<file path="src/rtl/led_waveform_gen.sv">
// Multi-channel LED waveform generator: a shared prescaler tick drives blink,
// rotating-pattern or PWM waveforms onto CH registered LED outputs.
module led_waveform_gen #(
  parameter int unsigned PRESCALE = 25_000_000,
  parameter int unsigned CH       = 4,
  parameter int unsigned PAT_W    = 8
) (
  input  logic             iCLK,
  input  logic             iRST,
  input  logic             iLOAD,
  input  logic [1:0]       iMODE,
  input  logic [PAT_W-1:0] iPATTERN,
  input  logic [3:0]       iDUTY,
  output logic [CH-1:0]    oLED,
  output logic             oTICK
);

  localparam int unsigned CNT_W = $clog2(PRESCALE);
  localparam int unsigned IDX_W = $clog2(PAT_W);

  typedef enum logic [1:0] {
    MODE_OFF     = 2'b00,
    MODE_BLINK   = 2'b01,
    MODE_PATTERN = 2'b10,
    MODE_PWM     = 2'b11
  } mode_t;

  mode_t            modeR;
  logic [PAT_W-1:0] patR;
  logic [3:0]       dutyR;
  logic [CNT_W-1:0] cnt;
  logic             tickR;
  logic [CH-1:0]    bcnt;
  logic [IDX_W-1:0] idx;
  logic [3:0]       pwm;
  logic             tickHit;
  logic [CH-1:0]    ledNext;

  assign tickHit = (cnt == CNT_W'(PRESCALE - 1));
  assign oTICK   = tickR;

  function automatic logic [IDX_W-1:0] rotIdx(input logic [IDX_W-1:0] base,
                                              input int unsigned     off);
    int unsigned sum;
    sum = int'(base) + off;
    return IDX_W'(sum % PAT_W);
  endfunction

  always_comb begin
    ledNext = '0;
    case (modeR)
      MODE_BLINK:   ledNext = bcnt;
      MODE_PATTERN: begin
        for (int unsigned k = 0; k < CH; k++) begin
          ledNext[k] = patR[rotIdx(idx, k)];
        end
      end
      MODE_PWM:     ledNext = (pwm < dutyR) ? '1 : '0;
      default:      ledNext = '0;
    endcase
  end

  // A load takes priority over a coincident tick: counters restart and the tick is dropped.
  always_ff @(posedge iCLK) begin
    if (iRST) begin
      modeR <= MODE_OFF;
      patR  <= '0;
      dutyR <= '0;
      cnt   <= '0;
      tickR <= 1'b0;
      bcnt  <= '0;
      idx   <= '0;
      pwm   <= '0;
      oLED  <= '0;
    end else begin
      pwm  <= pwm + 4'd1;
      oLED <= ledNext;
      if (iLOAD) begin
        modeR <= mode_t'(iMODE);
        patR  <= iPATTERN;
        dutyR <= iDUTY;
        cnt   <= '0;
        bcnt  <= '0;
        idx   <= '0;
        tickR <= 1'b0;
      end else begin
        tickR <= tickHit;
        if (tickHit) begin
          cnt  <= '0;
          bcnt <= bcnt + CH'(1);
          idx  <= (idx == IDX_W'(PAT_W - 1)) ? '0 : idx + IDX_W'(1);
        end else begin
          cnt <= cnt + CNT_W'(1);
        end
      end
    end
  end

endmodule

</file>
<file path="config.mk">
export PLATFORM = sky130hd
export DESIGN_NAME = led_waveform_gen
export DESIGN_NICKNAME = d
export VERILOG_FILES = /design/src/rtl/led_waveform_gen.sv
export SDC_FILE = /design/constraint.sdc
export NUM_CORES = 1
export LEC_CHECK = 0
export ABC_CLOCK_PERIOD_IN_PS = 2100
export BUFFER_PORTS_ARGS = -buffer_cell sky130_fd_sc_hd__buf_2
export CAP_MARGIN = 20
export CORE_ASPECT_RATIO = 0.8
export CORE_MARGIN = 2
export CORE_UTILIZATION = 53
export CTS_CLUSTER_DIAMETER = 50
export DETAILED_ROUTE_END_ITERATION = 6
export HOLD_SLACK_MARGIN = 0.03
export PLACE_DENSITY_LB_ADDON = 0.15
export SYNTH_ARGS = -nofsm -noshare
export SYNTH_HDL_FRONTEND = slang
export SYNTH_SLANG_ARGS = --single-unit
export TNS_END_PERCENT = 10
</file>
<file path="constraint.sdc">
create_clock -name iCLK -period 2.1 [get_ports iCLK]
set_input_delay 0.21 -clock iCLK [delete_from_list [all_inputs] [get_ports iCLK]]
set_output_delay 0.21 -clock iCLK [all_outputs]
set_load 0.005 [all_outputs]
</file>
# After elaboration in Yosys (flattened, before gate mapping)
# Index checks and enable logic that the tools add are counted.
[word_totals] input_bits=17 elab_cells=39 out_inout_bits=5 ff_bits=55
[op_classes] add_sub_neg=7 magnitude_cmp=5 n_mux=11 reduce_logical=2 n_eq_ne=5
[op_table] operator="$add 25x1->25 const B" n=1
[op_table] operator="$eq 25x25->1 const B" n=1
[op_table] operator="$lt 3x4->1 const B" n=4
[op_table] operator="$bmux 1 s3" n=4
[op_table] operator="$pmux 4 s3" n=1
[op_table] operator="$add 4x1->4 const B" n=2
[op_table] operator="$add 3x1->3 const B" n=2
[op_table] operator="$add 3x2->3 const B" n=2
[op_table] operator="$eq 2x2->1 const B" n=2
[op_table] operator="$lt 4x4->1" n=1
[op_table] operator="$mux 1" n=4
[op_table] operator="$mux 4" n=1
[op_table] operator="$eq 3x3->1 const B" n=1
[op_table] operator="$mux 3" n=1
[op_table] operator="$reduce_or 3->1" n=1
[op_table] operator="$eq 2x1->1 const B" n=1
[op_table] operator="$reduce_or 2->1" n=1

# Longest topological paths before layout
# Gate-level depths: netlist of the first run.
[depth] ltp_word=4 ltp_mapped=9 mapped_depth_nobuf=7

# Least setup slack after synthesis of the first run
# OpenSTA, ideal clock, no wires.
[synth_path] kind="register -> register" from="register idx[0]" to="register oLED[1]" slack_ns=-0.157 stages_incl_launch_ff=9 setup_time_ns=0.138 required_time_ns=1.962 arrival_ns=2.119 path_cell_list="dfxtp_1 -> clkbuf_1 -> inv_1 -> ha_1 -> clkbuf_1 -> mux2_2 -> or3_1 -> nand4_1 -> a31oi_1"
[synth_between] elab_chain_cells=4
[synth_rtl] item="start, declared" line="34" text="logic [IDX_W-1:0] idx;"
[synth_rtl] item="start signal, assigned" line="91" text="idx <= (idx == IDX_W'(PAT_W - 1)) ? '0 : idx + IDX_W'(1);"
[synth_rtl] item="$add 3x1->3" line="45" text="sum = int'(base) + off;"
[synth_rtl] item="$bmux 1 s3" line="55" text="ledNext[k] = patR[rotIdx(idx, k)];"
[synth_rtl] item="$mux 1 (implied by the code)" line="55"
[synth_rtl] item="$pmux 4 s3" line="51" text="case (modeR)"
[synth_rtl] item="end signal, assigned" line="77" text="oLED <= ledNext;"
[synth_rtl] item="end, declared" line="14" text="output logic [CH-1:0] oLED,"
# Every way passes these cells. The select of a mux whose other input is x is not followed.
# A chain may end at the register's enable or synchronous reset.

# Worst setup path in the final report of the first run
[layout_path] from="register idx[1]" to="register oLED[3]"
[layout_between] elab_chain_cells=4
[layout_rtl] item="$add 3x2->3" line="45"
[layout_rtl] item="$bmux 1 s3" line="55"
[layout_rtl] item="$mux 1 (implied by the code)" line="55"
[layout_rtl] item="$pmux 4 s3" line="51"
# Every way passes these cells. The select of a mux whose other input is x is not followed.

==> results.txt, run 1 <==
placed inst area -> 2800 µm²
post-synthesis simple-gate area fraction -> 24.8%
setup_tns -> 0 ps
RSZ-0062 raised after global routing -> false
Post-CTS Hold Fix Bufs -> 0
largest buffer count on any clock path -> 2
Post-synth EDFFs -> 0
DR DRC count -> 0
CP Data Required Time -> 2280 ps
via-per-instance ratio -> 5.33
H-tree lvl count -> 2
DRT Pass-1 Iters -> 4
most common cell in the synthesized netlist -> dfxtp_1
Design Area, Final -> 2880 µm²
clk_skew -> 5.62 ps
Vias -> 1945
CTS buffer count -> 5
most used flip-flop cell after synthesis -> dfxtp_1
synthesized area -> 2600 µm²
Area Overhead vs Synth -> 10.6%
Die Ht -> 66.6 µm
final setup vio count -> 0
Synth warnings -> 0
num rows -> 22
first-pass GRT wire length -> 8.15 mm
CTS Sinks -> 55
crit path launch type -> flop
CTS tree -> yes
worst hold path class -> in2reg
gpl congestion -> 0.820
antenna cell count -> 0
post-CTS setup buffers -> 0
CTS Root Cell -> clkbuf_8
final non-filler cell total -> 365
Avg Cell Area, Syn -> 9.29 µm²
clk slew on worst S/H paths -> 90 ps
post-synthesis sequential area ratio -> 42.3%
routed len/inst -> 13.3 µm
Max FO, Critical Path -> 6
area share of fa/ha/maj cells after synthesis -> 4.33%
Yosys reg bits -> 55
Clock Latency Late Sink -> 300 ps
syn nets -> 306
max_cap viols -> 0
Routed Antenna Nets -> 0
period utilization -> 89.7%
Yosys cell types -> 44
hold_ws -> 135 ps
mux cell area share after synthesis -> 10.7%
Die Area -> 5490 µm²
DR iter-0 viols -> 121
grt total ovfl -> 0
DRT Wirelength -> 4.86 mm
DIE WIDTH -> 82.3 µm
Mapped Cells -> 280
IR drop worst, VDD -> 423 µV
Synth area leaders -> dfxtp_1, nor2_1, mux2i_1
initial antenna violation count -> 0
HPWL after detailed placement -> 3.54 mm
XOR/XNOR share of the synthesized area -> 9.10%
Final Net Count -> 330
status -> finished, final reports clean
P_leak -> 1.15 nW
min cycle time layout -> 1880 ps
share of the synthesized area in the top cell type -> 42.3%
Pwr Density -> 612 nW/µm²
top post-synthesis cells by count -> dfxtp_1, nor2_1, mux2i_1
Worst Max-Slew Pin Slew -> 424 ps
largest net degree at the start of global routing -> 25
Setup Crit Path Kind -> reg2reg
Final Max Slew Viols -> 0
Hold Fails Final Rpt -> 0
number of global-route vias before repair -> 1765
critical path arrival -> 2070 ps
Slew headroom -> 71.6%
Async S/R FF share, synth -> 0%
Compound-Gate Fraction of Synth Area -> 5.20%
fin util -> 61.8%
layout cells sized above 1 -> 17.0%
IO Pins -> 22
Placed Cells -> 357
Crit. End Element -> flop
top cell type by total area after synthesis -> dfxtp_1
core box area -> 4650 µm²
cts repair resizes -> 0
largest family of logic cells by synthesized area -> simple AND/OR/NAND/NOR gates
number of port buffers -> 21
initial core utilization -> 55.9%
Peak Freq -> 531 MHz
global-route usage over all layers -> 19.5%
==> logic make-up (layout without fill, tap and decap cells) <==
logic type,count (synthesis),count (layout)
multiplexers,25,25
AND/OR/NAND/NOR,123,123
adder cells (fa/ha/maj),9,9
buffers and inverters,21,46
XOR/XNOR,27,27
AO/OA/AOI/OAI,20,20
flip-flops,55,55
==> critical path, cell delays in order (launching register included) <==
cell and delay [ps]:
dfxtp_1 450, inv_1 80, ha_1 200, xnor2_1 230, mux2_2 360, o311ai_0 300, o22ai_1 120
==> flip-flops by register name, indices dropped and copies added (netlist names) <==
| name | flops |
|---|---|
| bcnt | 4 |
| cnt | 25 |
| dutyR | 4 |
| idx | 3 |
| modeR | 2 |
| oLED | 4 |
| oTICK | 1 |
| patR | 8 |
| pwm | 4 |
==> placed cells by master, fill, tap and decap left out, types with 2 or more instances in the layout <==
cell,instances
or3_1,3
xor2_1,16
clkbuf_1,2
inv_1,9
and3_1,3
a32oi_1,2
nand4_1,9
a21oi_1,2
dfxtp_1,55
nand2_1,16
and3_2,3
nand2b_1,3
a31oi_1,4
buf_2,21
nor3_1,3
mux2_2,3
nand3_1,12
mux2i_1,20
xnor2_1,11
nor2b_1,4
nor4_1,2
buf_4,7
clkbuf_8,5
ha_1,9
o211ai_1,2
nand3_2,2
mux4_2,2
nor2_1,54
o21ai_0,4
==> power by group <==
| part | internal, mW | switching [mW] | total (mW) |
|---|---|---|---|
| Clock | 0.235 | 0.322 | 0.556 |
| Combinational | 0.0578 | 0.0586 | 0.116 |
| Sequential | 1.07 | 0.0217 | 1.09 |
| Total | 1.36 | 0.402 | 1.76 |
==> area by class of cell <==
| cell class | count | area (µm²) |
|---|---|---|
| Clock buffer | 7 | 76.3 |
| Sequential cell | 55 | 1100 |
| Timing Repair Buffer | 29 | 178 |
| Multi-Input combinational cell | 204 | 1410 |
| Clock inverter | 1 | 5.00 |
| Tap cell | 60 | 75.1 |
| Fill cell | 401 | 1780 |
| Inverter | 9 | 33.8 |
==> per-stage QoR <==
step	total power [mW]	worst slack, ps
after floorplan	1.19	120
after global placement	1.23	319
after detailed placement	1.23	261
after CTS	1.78	238
after global routing	1.84	72.5
final	1.76	217
==> routing by layer <==
metal  vias up  part of all wire (%)  global-route usage (%)
met5         -                     0                       0
met4         0                  0.56                    6.25
met3         2                   3.8                    4.07
met2        32                    40                    25.5
met1       900                    55                    30.9
li1       1011                     -                       -
==> worst paths after layout <==
kind,from,to,slack [ps],cells after the start
worst max-delay path,idx[1],oLED[3],220,6
worst min-delay path,iPATTERN[4],patR[4],140,3
worst max register to register,idx[1],oLED[3],220,6
worst min register to register,cnt[0],cnt[0],480,1
No activity file was read; power rests on OpenSTA's default activity.
==> run 2: changes to the inputs <==
- CELL_PAD_IN_SITES_DETAIL_PLACEMENT: default -> 0
- CELL_PAD_IN_SITES_GLOBAL_PLACEMENT: default -> 1
- CORE_UTILIZATION: 53 -> 41
==> run 2 against run 1 <==
Effect of this change: total power rose by 1.6%; global-route usage fell by 3.7 points; worst hold slack got worse by 3.4 ps.
==> results.txt, run 2 (synthesized netlist as in run 1, its figures left out) <==
status -> finished, final reports clean
H-tree lvl count -> 2
final non-filler cell total -> 385
CP max stage delay -> 410 ps
largest buffer count on any clock path -> 2
routed len/inst -> 12.8 µm
worst hold path class -> in2reg
Routed Antenna Nets -> 0
Final Net Count -> 330
core box area -> 6010 µm²
max_cap viols -> 0
clk_skew -> 5.40 ps
DR iter-0 viols -> 94
CTS tree -> yes
Pwr Density -> 615 nW/µm²
initial antenna violation count -> 0
layout cells sized above 1 -> 17.4%
commonest non-fill, non-tap cell in the layout -> dfxtp_1
final setup vio count -> 0
Hold Fails Final Rpt -> 0
global-route usage over all layers -> 15.8%
Fillers -> 615
cts repair resizes -> 0
most frequent CP cell -> nand3_2
Critical R2R Launch -> cnt[0]
Met1 Wirelength -> 2.83 mm
Crit path buffers/inverters -> 0
Top reg by flops -> cnt
Clock Latency Late Sink -> 300 ps
routed wl met2 -> 1.91 mm
post-CTS setup buffers -> 0
initial core utilization -> 43.3%
CP Data Required Time -> 2340 ps
RSZ-0062 raised after global routing -> false
CP Depth -> 6
P_leak -> 1.15 nW
Reg-to-Reg End -> bcnt[3]
number of port buffers -> 21
DRT Pass-1 Iters -> 4
pre-CTS setup slack -> 251 ps
Slew headroom -> 67.6%
worst setup margin -> 243 ps
Top Family by Delay on Critical Path -> simple AND/OR/NAND/NOR gates
largest net degree at the start of global routing -> 25
reg2reg path depth -> 6
min cycle time layout -> 1860 ps
clk slew on worst S/H paths -> 90 ps
DR DRC count -> 0
Setup Crit Path Kind -> reg2reg
DIE WIDTH -> 93.0 µm
crit path max-delay cell type -> or3_1
number of global-route vias before repair -> 1795
biggest regs -> cnt (25), patR (8)
Peak Freq -> 539 MHz
crit path launch type -> flop
Area Overhead vs Synth -> 11.9%
CTS Sinks -> 55
Max FO, Critical Path -> 13
CP cell instances -> ha_1 > nand3_2 > nor2_8 > nand3_2 > or3_1 > a21oi_1
register-to-register path setup slack -> 240 ps
Critical Path Sink -> bcnt[3]
Worst Setup SP -> cnt[0]
num rows -> 25
commonest cells after routing, fill and taps aside -> dfxtp_1, nor2_1, buf_2
Worst Max-Slew Pin Slew -> 484 ps
HPWL after detailed placement -> 3.60 mm
IO Pins -> 22
number of flip-flops in the largest register -> 25
CTS buffer count -> 5
first-pass GRT wire length -> 8.67 mm
setup_tns -> 0 ps
Vias -> 1927
via-per-instance ratio -> 5.01
Post-CTS Hold Fix Bufs -> 0
IR drop worst, VDD -> 284 µV
Die Ht -> 75.2 µm
Final Max Slew Viols -> 0
Die Area -> 7000 µm²
CTS Root Cell -> clkbuf_8
Placed Cells -> 378
grt total ovfl -> 0
Crit. End Element -> flop
highest metal used -> met4
gpl congestion -> 0.820
period utilization -> 88.4%
antenna cell count -> 0
WL met3 -> 146 µm
DRT Wirelength -> 4.92 mm
critical path arrival -> 2100 ps
==> run 2: cell count changes in the layout (fill, tap and decap cells not counted) <==
cell,previous run,this run
clkbuf_1,2,0
clkbuf_8,5,6
==> run 2: cell type report <==
cell class / count / area, µm² / area share [%]
clock buffer: 6 / 82.6 / 2.84
clock inverter: 1 / 5.00 / 0.172
inverter: 9 / 33.8 / 1.16
multi-input combinational: 204 / 1410 / 48.4
sequential: 55 / 1100 / 37.8
tap: 81 / 101 / 3.48
timing repair buffer: 29 / 178 / 6.11
==> run 2: metrics by stage <==
step / total power [mW] / cell area (µm²) / hold WS, ps / util, %
after floorplan: 1.19 / 2600 / 357 / -
after global placement: 1.23 / 2820 / 443 / 47.0
after detailed placement: 1.23 / 2820 / 451 / 47.0
after CTS: 1.82 / 2910 / 126 / 48.4
after global routing: 1.88 / 2910 / 137 / 48.4
final: 1.79 / 2910 / 132 / 48.4
==> run 2: worst min path at each step <==
stage               endpoint        start  slack, ps  depth (start not counted)
detailed placement    pwm[0]       pwm[0]        450                          1
floorplan           dutyR[1]     iDUTY[1]        360                          2
global placement     patR[3]  iPATTERN[3]        440                          3
global route        dutyR[0]     iDUTY[0]        140                          3
finish               patR[3]  iPATTERN[3]        130                          3
CTS                  patR[7]  iPATTERN[7]        130                          3
==> run 2: power by group <==
group          switching (mW)  internal [mW]  leakage, nW
Combinational          0.0578         0.0578        0.660
Clock                   0.326          0.260       0.0470
Sequential             0.0212           1.07        0.447
Total                   0.405           1.38         1.15
==> run 2: per-layer routing <==
metal	GRT usage, %	vias to the layer above
met3	3.60	4
met5	0	-
met2	22.0	29
met1	24.5	885
li1	-	1009
met4	3.92	0
==> run 2: tightest hold or removal path, delay by kind of cell <==
| kind | cells | cell delay, ps |
|---|---|---|
| AND/OR/NAND/NOR | 1 | 70 |
| buffers and inverters | 1 | 70 |
| multiplexers | 1 | 50 |
==> run 3: changes to the inputs <==
- CAP_MARGIN: 20 -> default
- CORE_MARGIN: 2 -> 5
- CORE_UTILIZATION: 41 -> 30
==> run 3 against run 2 <==
Effect of this change: die area up 52%; sequential power about the same; non-clock buffer count up 2; cell area up 1.3%; first-iteration DRC count down 24%; final cell count up 8.3%; via count down 3.5%; critical path depth unchanged; total power down 1.9%; clock power down 6.0%; critical endpoint is now idx[1]; largest power group unchanged; highest routed layer unchanged.
==> results.txt, run 3 (synthesized netlist as in run 1, its figures left out) <==
status -> finished, final reports clean
register-to-register path setup slack -> 270 ps
crit path launch type -> flop
worst hold start -> iDUTY[0]
busiest grt layer -> met1
Vias -> 1860
Reg-to-Reg End -> idx[1]
number of global-route vias before repair -> 1837
Crit path buffers/inverters -> 0
DRT Wirelength -> 5.26 mm
Area Overhead vs Synth -> 13.4%
via-per-instance ratio -> 4.46
Slew headroom -> 65.9%
sequential power share -> 61.9%
first-pass GRT wire length -> 9.09 mm
internal power -> 1.35 mW
Peak Freq -> 546 MHz
grt total ovfl -> 0
critical path arrival -> 2070 ps
reg2reg path depth -> 6
antenna cell count -> 0
commonest cells after routing, fill and taps aside -> dfxtp_1, nor2_1, buf_2
Max FO, Critical Path -> 13
worst min-delay path endpoint -> dutyR[0]
DRT Pass-1 Iters -> 4
H-tree lvl count -> 2
most frequent CP cell -> nand3_2
period utilization -> 87.2%
biggest regs -> cnt (25), patR (8)
met3 Use GR -> 2.46%
DR iter-0 viols -> 71
cts repair resizes -> 0
global-route usage over all layers -> 10.5%
number of port buffers -> 21
Pwr Density -> 596 nW/µm²
largest buffer count on any clock path -> 2
met1 Usage GRT -> 15.8%
Hold Fails Final Rpt -> 0
layout cells sized above 1 -> 17.4%
worst hold path class -> in2reg
crit path max-delay cell type -> or3b_1
initial core utilization -> 30.6%
worst setup margin -> 269 ps
min cycle time layout -> 1830 ps
routed len/inst -> 12.6 µm
Worst Max-Slew Pin Slew -> 507 ps
commonest non-fill, non-tap cell in the layout -> dfxtp_1
initial antenna violation count -> 0
P_leak -> 1.15 nW
Design Area, Final -> 2950 µm²
final setup vio count -> 0
Final Net Count -> 332
largest net degree at the start of global routing -> 25
core box area -> 8480 µm²
CTS buffer count -> 5
Comb power frac -> 6.7%
Crit. End Element -> flop
multi-input logic area -> 1410 µm²
clk slew on worst S/H paths -> 100 ps
FF/Latch Area -> 1100 µm²
num rows -> 30
placed inst area -> 2880 µm²
RSZ-0062 raised after global routing -> false
Post-CTS Hold Fix Bufs -> 0
Critical R2R Launch -> cnt[0]
CTS Root Cell -> clkbuf_8
DIE WIDTH -> 114 µm
CP max stage delay -> 420 ps
Worst Hold Depth -> 3
Top reg by flops -> cnt
IR drop worst, VDD -> 250 µV
grt met2 use -> 15.0%
gpl congestion -> 0.741
CP Data Required Time -> 2340 ps
Routed Antenna Nets -> 0
post-CTS setup buffers -> 0
Fillers -> 911
CTS Sinks -> 55
clk_skew -> 6.77 ps
IO Pins -> 22
Die Ht -> 93.3 µm
Setup Crit Path Kind -> reg2reg
switching share of power -> 23.2%
CP cell instances -> ha_1 > nand3_2 > nor2_8 > nand3_2 > or3b_1 > a21oi_1
setup_tns -> 0 ps
DR DRC count -> 0
Top Family by Delay on Critical Path -> simple AND/OR/NAND/NOR gates
clock share of power -> 31.4%
max_cap viols -> 0
CP Depth -> 6
CTS tree -> yes
Final Max Slew Viols -> 0
number of flip-flops in the largest register -> 25
Clock Latency Late Sink -> 300 ps
HPWL after detailed placement -> 3.85 mm
Die Area -> 10600 µm²
sw power -> 0.408 mW
pre-CTS setup slack -> 257 ps
-- run 3: power by group through the flow --
stage / clock network [mW] / logic [mW] / registers, mW
after floorplan: 0 / 0.0799 / 1.11
after global placement: 0 / 0.120 / 1.11
after detailed placement: 0 / 0.119 / 1.11
after CTS: 0.597 / 0.120 / 1.09
after global routing: 0.634 / 0.132 / 1.09
final: 0.551 / 0.118 / 1.09
-- run 3: area by class of cell --
class | instances | share of cell area (%)
Sequential cell | 55 | 37.4
Timing Repair Buffer | 31 | 6.54
Clock buffer | 6 | 2.46
Tap cell | 112 | 4.75
Multi-Input combinational cell | 204 | 47.8
Inverter | 9 | 1.15
-- run 3: metrics by stage --
step                      cells  power, mW  hold slack [ps]  utilization [%]
final                       417       1.76              141             34.7
after global routing        417       1.86              129             34.7
after floorplan             280       1.19              357                -
after detailed placement    411       1.23              450             33.9
after global placement      411       1.23              445             33.9
after CTS                   417       1.81              127             34.7
-- run 3: worst max path at each step --
stage / startpoint / endpoint / slack (ps)
floorplan: idx[0] / oLED[1] / 120
global placement: cnt[0] / idx[1] / 310
detailed placement: cnt[0] / idx[1] / 260
CTS: cnt[0] / bcnt[3] / 240
global route: cnt[0] / idx[1] / 80
finish: cnt[0] / idx[1] / 270
-- run 3: per-layer routing --
layer | wire length, µm | vias to the layer above
met3 | 171 | 4
met1 | 2930 | 824
met2 | 2120 | 20
li1 | - | 1012
met4 | 42 | 0
met5 | 0 | -
-- run 3: worst register-to-register path, stage by stage (launching register included) --
cell and delay, ps:
dfxtp_1 380, ha_1 210, nand3_2 200, nor2_8 160, nand3_2 250, or3b_1 430
a21oi_1 140
